[src/rtl/microseq_branch_ctrl.sv]
// Branch/call/return controller for a microsequencer: decodes one op per enabled
// cycle into a registered counter command, with a small return-address stack.
module microseq_branch_ctrl #(
  parameter int AW    = 11,
  parameter int DEPTH = 4,
  parameter int NCOND = 8
) (
  input  logic                     iCLK,
  input  logic                     iRESETn,
  input  logic                     iEN,
  input  logic [2:0]               iOP,
  input  logic [$clog2(NCOND)-1:0] iCOND_SEL,
  input  logic [NCOND-1:0]         iCOND,
  input  logic [AW-1:0]            iTARGET,
  input  logic [AW-1:0]            iCUR_ADDR,
  output logic [1:0]               oCMD,
  output logic [AW-1:0]            oLDADR,
  output logic [$clog2(DEPTH):0]   oDEPTH,
  output logic                     oWAITING,
  output logic                     oOVF,
  output logic                     oUNF
);

  localparam int PW = $clog2(DEPTH);
  localparam int DW = PW + 1;
  localparam logic [DW-1:0] DEPTH_FULL = DW'(DEPTH);

  localparam logic [2:0] OP_NEXT    = 3'd0;
  localparam logic [2:0] OP_JUMP    = 3'd1;
  localparam logic [2:0] OP_JCOND   = 3'd2;
  localparam logic [2:0] OP_JNCOND  = 3'd3;
  localparam logic [2:0] OP_CALL    = 3'd4;
  localparam logic [2:0] OP_RET     = 3'd5;
  localparam logic [2:0] OP_WAIT    = 3'd6;
  localparam logic [2:0] OP_RESTART = 3'd7;

  localparam logic [1:0] CMD_INC  = 2'd0;
  localparam logic [1:0] CMD_LOAD = 2'd1;
  localparam logic [1:0] CMD_HOLD = 2'd2;
  localparam logic [1:0] CMD_ZERO = 2'd3;

  typedef enum logic [1:0] {
    ST_RUN   = 2'd0,
    ST_WAIT  = 2'd1,
    ST_FAULT = 2'd2
  } stateT;

  stateT          stateR, stateS;
  logic [DW-1:0]  depthR, depthS, topIdxS;
  logic [AW-1:0]  stackR [DEPTH];
  logic [AW-1:0]  retAddrS, ldAdrS, ldAdrR;
  logic [1:0]     cmdS, cmdR;
  logic           ovfR, ovfS, unfR, unfS, waitingR;
  logic           pushS, clrS, condS;

  assign condS    = iCOND[iCOND_SEL];
  assign topIdxS  = depthR - {{(DW-1){1'b0}}, 1'b1};
  assign retAddrS = iCUR_ADDR + {{(AW-1){1'b0}}, 1'b1};

  // Op decode: next state, stack control and the command for the next cycle.
  always_comb begin
    stateS = stateR;
    depthS = depthR;
    ovfS   = ovfR;
    unfS   = unfR;
    cmdS   = CMD_HOLD;
    ldAdrS = {AW{1'b0}};
    pushS  = 1'b0;
    clrS   = 1'b0;
    if (!iEN) begin
      cmdS = CMD_HOLD;
    end else if (iOP == OP_RESTART) begin
      stateS = ST_RUN;
      depthS = {DW{1'b0}};
      ovfS   = 1'b0;
      unfS   = 1'b0;
      clrS   = 1'b1;
      cmdS   = CMD_ZERO;
    end else begin
      case (stateR)
        ST_RUN: begin
          case (iOP)
            OP_NEXT: cmdS = CMD_INC;
            OP_JUMP: begin
              cmdS   = CMD_LOAD;
              ldAdrS = iTARGET;
            end
            OP_JCOND, OP_JNCOND: begin
              if (condS ^ (iOP == OP_JNCOND)) begin
                cmdS   = CMD_LOAD;
                ldAdrS = iTARGET;
              end else begin
                cmdS = CMD_INC;
              end
            end
            OP_CALL: begin
              if (depthR < DEPTH_FULL) begin
                pushS  = 1'b1;
                depthS = depthR + {{(DW-1){1'b0}}, 1'b1};
                cmdS   = CMD_LOAD;
                ldAdrS = iTARGET;
              end else begin
                ovfS   = 1'b1;
                stateS = ST_FAULT;
                cmdS   = CMD_HOLD;
              end
            end
            OP_RET: begin
              if (depthR != {DW{1'b0}}) begin
                depthS = topIdxS;
                cmdS   = CMD_LOAD;
                ldAdrS = stackR[topIdxS[PW-1:0]];
              end else begin
                unfS   = 1'b1;
                stateS = ST_FAULT;
                cmdS   = CMD_HOLD;
              end
            end
            OP_WAIT: begin
              if (condS) begin
                cmdS = CMD_INC;
              end else begin
                stateS = ST_WAIT;
                cmdS   = CMD_HOLD;
              end
            end
            default: cmdS = CMD_HOLD;
          endcase
        end
        ST_WAIT: begin
          if (condS) begin
            stateS = ST_RUN;
            cmdS   = CMD_INC;
          end else begin
            cmdS = CMD_HOLD;
          end
        end
        ST_FAULT: cmdS = CMD_HOLD;
        default: begin
          stateS = ST_RUN;
          cmdS   = CMD_HOLD;
        end
      endcase
    end
  end

  // State, flags and registered outputs.
  always_ff @(posedge iCLK or negedge iRESETn) begin
    if (!iRESETn) begin
      stateR   <= ST_RUN;
      depthR   <= {DW{1'b0}};
      ovfR     <= 1'b0;
      unfR     <= 1'b0;
      cmdR     <= CMD_ZERO;
      ldAdrR   <= {AW{1'b0}};
      waitingR <= 1'b0;
    end else begin
      stateR   <= stateS;
      depthR   <= depthS;
      ovfR     <= ovfS;
      unfR     <= unfS;
      cmdR     <= cmdS;
      ldAdrR   <= ldAdrS;
      waitingR <= (stateS == ST_WAIT);
    end
  end

  // Return-address stack storage; pushed entry lands at the current depth.
  always_ff @(posedge iCLK or negedge iRESETn) begin
    if (!iRESETn) begin
      for (int i = 0; i < DEPTH; i++) stackR[i] <= {AW{1'b0}};
    end else if (clrS) begin
      for (int i = 0; i < DEPTH; i++) stackR[i] <= {AW{1'b0}};
    end else if (pushS) begin
      stackR[depthR[PW-1:0]] <= retAddrS;
    end
  end

  assign oCMD     = cmdR;
  assign oLDADR   = ldAdrR;
  assign oDEPTH   = depthR;
  assign oWAITING = waitingR;
  assign oOVF     = ovfR;
  assign oUNF     = unfR;

endmodule

[config.mk]
export PLATFORM = sky130hd
export DESIGN_NAME = microseq_branch_ctrl
export DESIGN_NICKNAME = d
export VERILOG_FILES = /design/src/rtl/microseq_branch_ctrl.sv
export SDC_FILE = /design/constraint.sdc
export NUM_CORES = 1
export LEC_CHECK = 0
export ABC_AREA = 1
export BUFFER_PORTS_ARGS = -buffer_cell sky130_fd_sc_hd__buf_2
export CAP_MARGIN = 10
export CORE_ASPECT_RATIO = 1.5
export CORE_UTILIZATION = 35
export CTS_BUF_LIST = sky130_fd_sc_hd__clkbuf_8
export DETAILED_ROUTE_END_ITERATION = 8
export PLACE_DENSITY = 0.65
export SETUP_SLACK_MARGIN = 0.05
export SYNTH_ARGS = -nofsm -noshare
export SYNTH_HDL_FRONTEND = slang
export SYNTH_SLANG_ARGS = --single-unit
[constraint.sdc]
create_clock -name iCLK -period 1.8 [get_ports iCLK]
set_input_delay 0.27 -clock iCLK [delete_from_list [all_inputs] [get_ports iCLK]]
set_output_delay 0.27 -clock iCLK [all_outputs]
set_load 0.02 [all_outputs]
==> impl_metrics.json <==
{
  "drv_slew": 0,
  "max_clock_freq_mhz": 553,
  "finalCritPeriodShare": 1.00,
  "io-pin-count": 58,
  "synth.avg_cell_area_sq_um": 7.54,
  "tritoncts_clock_tree": "built",
  "synth_top_cell_area_share": 0.438,
  "grt_pass1_wl_um": 15400,
  "max-cap-violations": 0,
  "grt_setup_unrepaired": "true",
  "gp_congestion": 0.778,
  "reg_clk_slew_reported_paths_ns": 0.08,
  "drive_gt1_frac": 0.232,
  "wire_per_inst_um": 13.8,
  "worst_r2r_path_depth": 10,
  "clk_path_buf_depth": 2,
  "final_critical_path_time_including_i_o_delays_and_setup_ns": 1.81,
  "grt_pass1_vias": 3276,
  "htree_levels": 3,
  "synth_seq_cells": 65,
  "clock-root-buffer": "sky130_fd_sc_hd__clkbuf_8",
  "start_util": 0.358,
  "hold_violations": 0,
  "critical_path_arrival_ns": 2.03,
  "setup-violations-final": 4,
  "nets": 597,
  "worstHoldPathType": "in -> reg",
  "worst_ir_drop_vdd_uv": 423,
  "numClockSinks": 65,
  "syn_area_sq_um": 3600,
  "worst_slew_pin_slew_ns": 0.503,
  "detail_route.drc_violations": 10,
  "crit_path_cell_trace": "inv_2, nand2_4, nor2_4, inv_2, nor4_4, nand2_1, nand2_2, clkinvlp_4, nand2_1, o21ai_1",
  "max-slew-margin-rel": 0.662,
  "drtIter0Drc": 296,
  "timing.critical_path.slowest_cell_delay_ns": 0.42,
  "fin_tns_setup_ns": -0.0143,
  "synth_top_area_cell": "sky130_fd_sc_hd__dfrtp_1",
  "violations": "DRC, setup timing",
  "detailedPlace.worstSlack_ns": -0.0354,
  "number_of_different_library_cells_in_the_post_synthesis_netlist": 28,
  "detailroute.via_count": 3420,
  "grt_start_max_net_pins": 66,
  "detail_route.first_pass.iterations": 7,
  "die_height_um": 126,
  "io_buffer_count": 57,
  "area_growth_syn_to_layout_pct": 23.1,
  "postSynthNetCount": 523,
  "die-width_um": 84.8,
  "timing.critical_path.max_delay_family": "simple AND/OR/NAND/NOR gates",
  "numCtsBuffers": 9,
  "slowest_stage": "sky130_fd_sc_hd__dfrtp_1",
  "number_of_antenna_violations_at_the_first_check_in_global_routing": 0,
  "crit_path_max_fanout": 6,
  "global_route.overflow_total": 0,
  "floorplan.die_area_sq_um": 10700,
  "antennaDiodeCount": 0,
  "leakagePower_nw": 2.29,
  "gr-usage-all-layers": 0.181,
  "clk_latency_ns": 0.35,
  "post_drt_via_cell_ratio": 5.07,
  "run_status": "complete, but fails checks",
  "min_path_cells": 2,
  "required_ns": 2.02,
  "leading_cell_types_by_total_area_after_synthesis": "sky130_fd_sc_hd__dfrtp_1 44%, sky130_fd_sc_hd__nand2_1 13%, sky130_fd_sc_hd__nand3_1 7.2%, sky130_fd_sc_hd__inv_1 6.6%, sky130_fd_sc_hd__o21ai_0 5.6%",
  "drt-total-wl_um": 9280,
  "yosysSeqAreaShare": 0.452,
  "timing_worst_setup_path_type": "reg -> reg",
  "worst-path-buf-inv": 3,
  "powerDensity_nw_per_um2": 1220,
  "critical_path_depth": 10,
  "fin_skew_ns": 0.0103,
  "rows": 45,
  "final.setup.worst_slack_ns": -0.00718,
  "detailedPlacementHpwl_um": 6440,
  "startpoint_type": "register",
  "design_power_total_w": 0.00541,
  "place_inst": 648,
  "number_of_routed_nets_with_antenna_violations": 0,
  "synthesis.instances": 478,
  "worst_setup_path_end_kind": "register",
  "synth_warnings": 0,
  "fp.coreArea_sq_um": 10100,
  "final-instance-count-excl-fill": 674
}
-- through the flow --
| stage | instance area [sq um] | hold slack [ns] | utilization |
|---|---|---|---|
| 2_1_floorplan | 3650 | -0.0256 | - |
| 3_5_place_dp | 4100 | 0.313 | 0.407 |
| 4_1_cts | 4310 | 0.149 | 0.428 |
| 6_report | 4440 | 0.168 | 0.440 |
| 5_1_grt | 4440 | 0.181 | 0.440 |
| 3_3_place_gp | 4100 | 0.313 | 0.407 |
-- state kept, by name, summed over array words and instances, names as in the netlist --
name,cells
oCMD,2
oDEPTH,3
oLDADR,11
oOVF,1
oUNF,1
oWAITING,1
stackR,44
stateR,2
-- cells in the final DEF, fill, tap and decap left out, drive strengths merged, types with 3 or more instances in the layout --
master    count
nand2       127
buf          83
inv          69
dfrtp        63
o21ai        54
nand3        53
nor2         19
o22ai        13
a21oi        12
nand4        11
xor2          9
clkbuf        9
nor3          8
ha            6
nand3b        4
xnor2         3
clkinvlp      3
clkinv        3
-- Yosys cell counts, drive strengths merged --
cell       n
xor2       9
clkbuf    11
o21ai     54
nor2      19
nor3       8
o22ai     13
nor4       1
a21oi     12
nand2    127
nand3b     4
buf       11
xnor2      3
dfrtp     63
nand3     53
dfstp      2
ha         6
inv       68
o2111ai    1
nand4     11
a31oi      2
-- kinds of logic after synthesis --
family          Yosys count  share of synthesized area
flops                    65                      0.452
buf+inv                  90                     0.0990
simple gates            223                      0.279
compound gates           82                      0.120
xor+xnor                 12                     0.0292
fa+ha+maj                 6                     0.0208
-- report_power, final --
part           total, W  internal [W]  switching [W]
clock network   0.00128      0.000651       0.000634
logic           0.00217      0.000839        0.00133
registers       0.00195       0.00178       0.000172
total           0.00541       0.00327        0.00214
-- layout make-up --
| type | count | area (sq um) |
|---|---|---|
| timing repair buffer | 84 | 519 |
| inverter | 68 | 264 |
| fill | 1049 | 5640 |
| tap | 117 | 146 |
| timing repair inverter | 1 | 7.51 |
| clock buffer | 9 | 124 |
| clock inverter | 7 | 77.6 |
| sequential | 65 | 1630 |
| multi-input combinational | 323 | 1670 |
-- worst reg2reg max path: cells and delay by family (launching register included) --
kind	cells	cell delay, ns
compound gates	1	0.06
buf+inv	3	0.35
simple gates	6	0.85
flops	1	0.42
-- metal layers --
layer,track usage,part of all wire
met1,0.219,0.42
met2,0.309,0.51
met3,0.0413,0.055
met4,0.0708,0.019
met5,0,0
-- path summary, 6_finish.rpt --
check	from	to	slack, ns
max in group asynchronous	iRESETn	oCMD[0]	1.01
min in group asynchronous	iRESETn	oLDADR[5]	0.45
worst max-delay path	stateR[1]	stackR[43]	-0.007
worst min register to register	stackR[27]	stackR[27]	0.49
worst min-delay path	iEN	stateR[1]	0.17
worst max register to register	stateR[1]	stackR[43]	-0.007
-- what timing repair did --
item / CTS / global route
hold endpoints to repair: 63 / 0
endpoints found under the setup margin: 0 / 39
hold buffers: 1 / 0
gates resized for setup: 0 / 19
buffers inserted: 0 / 8
No activity file was read; power rests on OpenSTA's default activity.
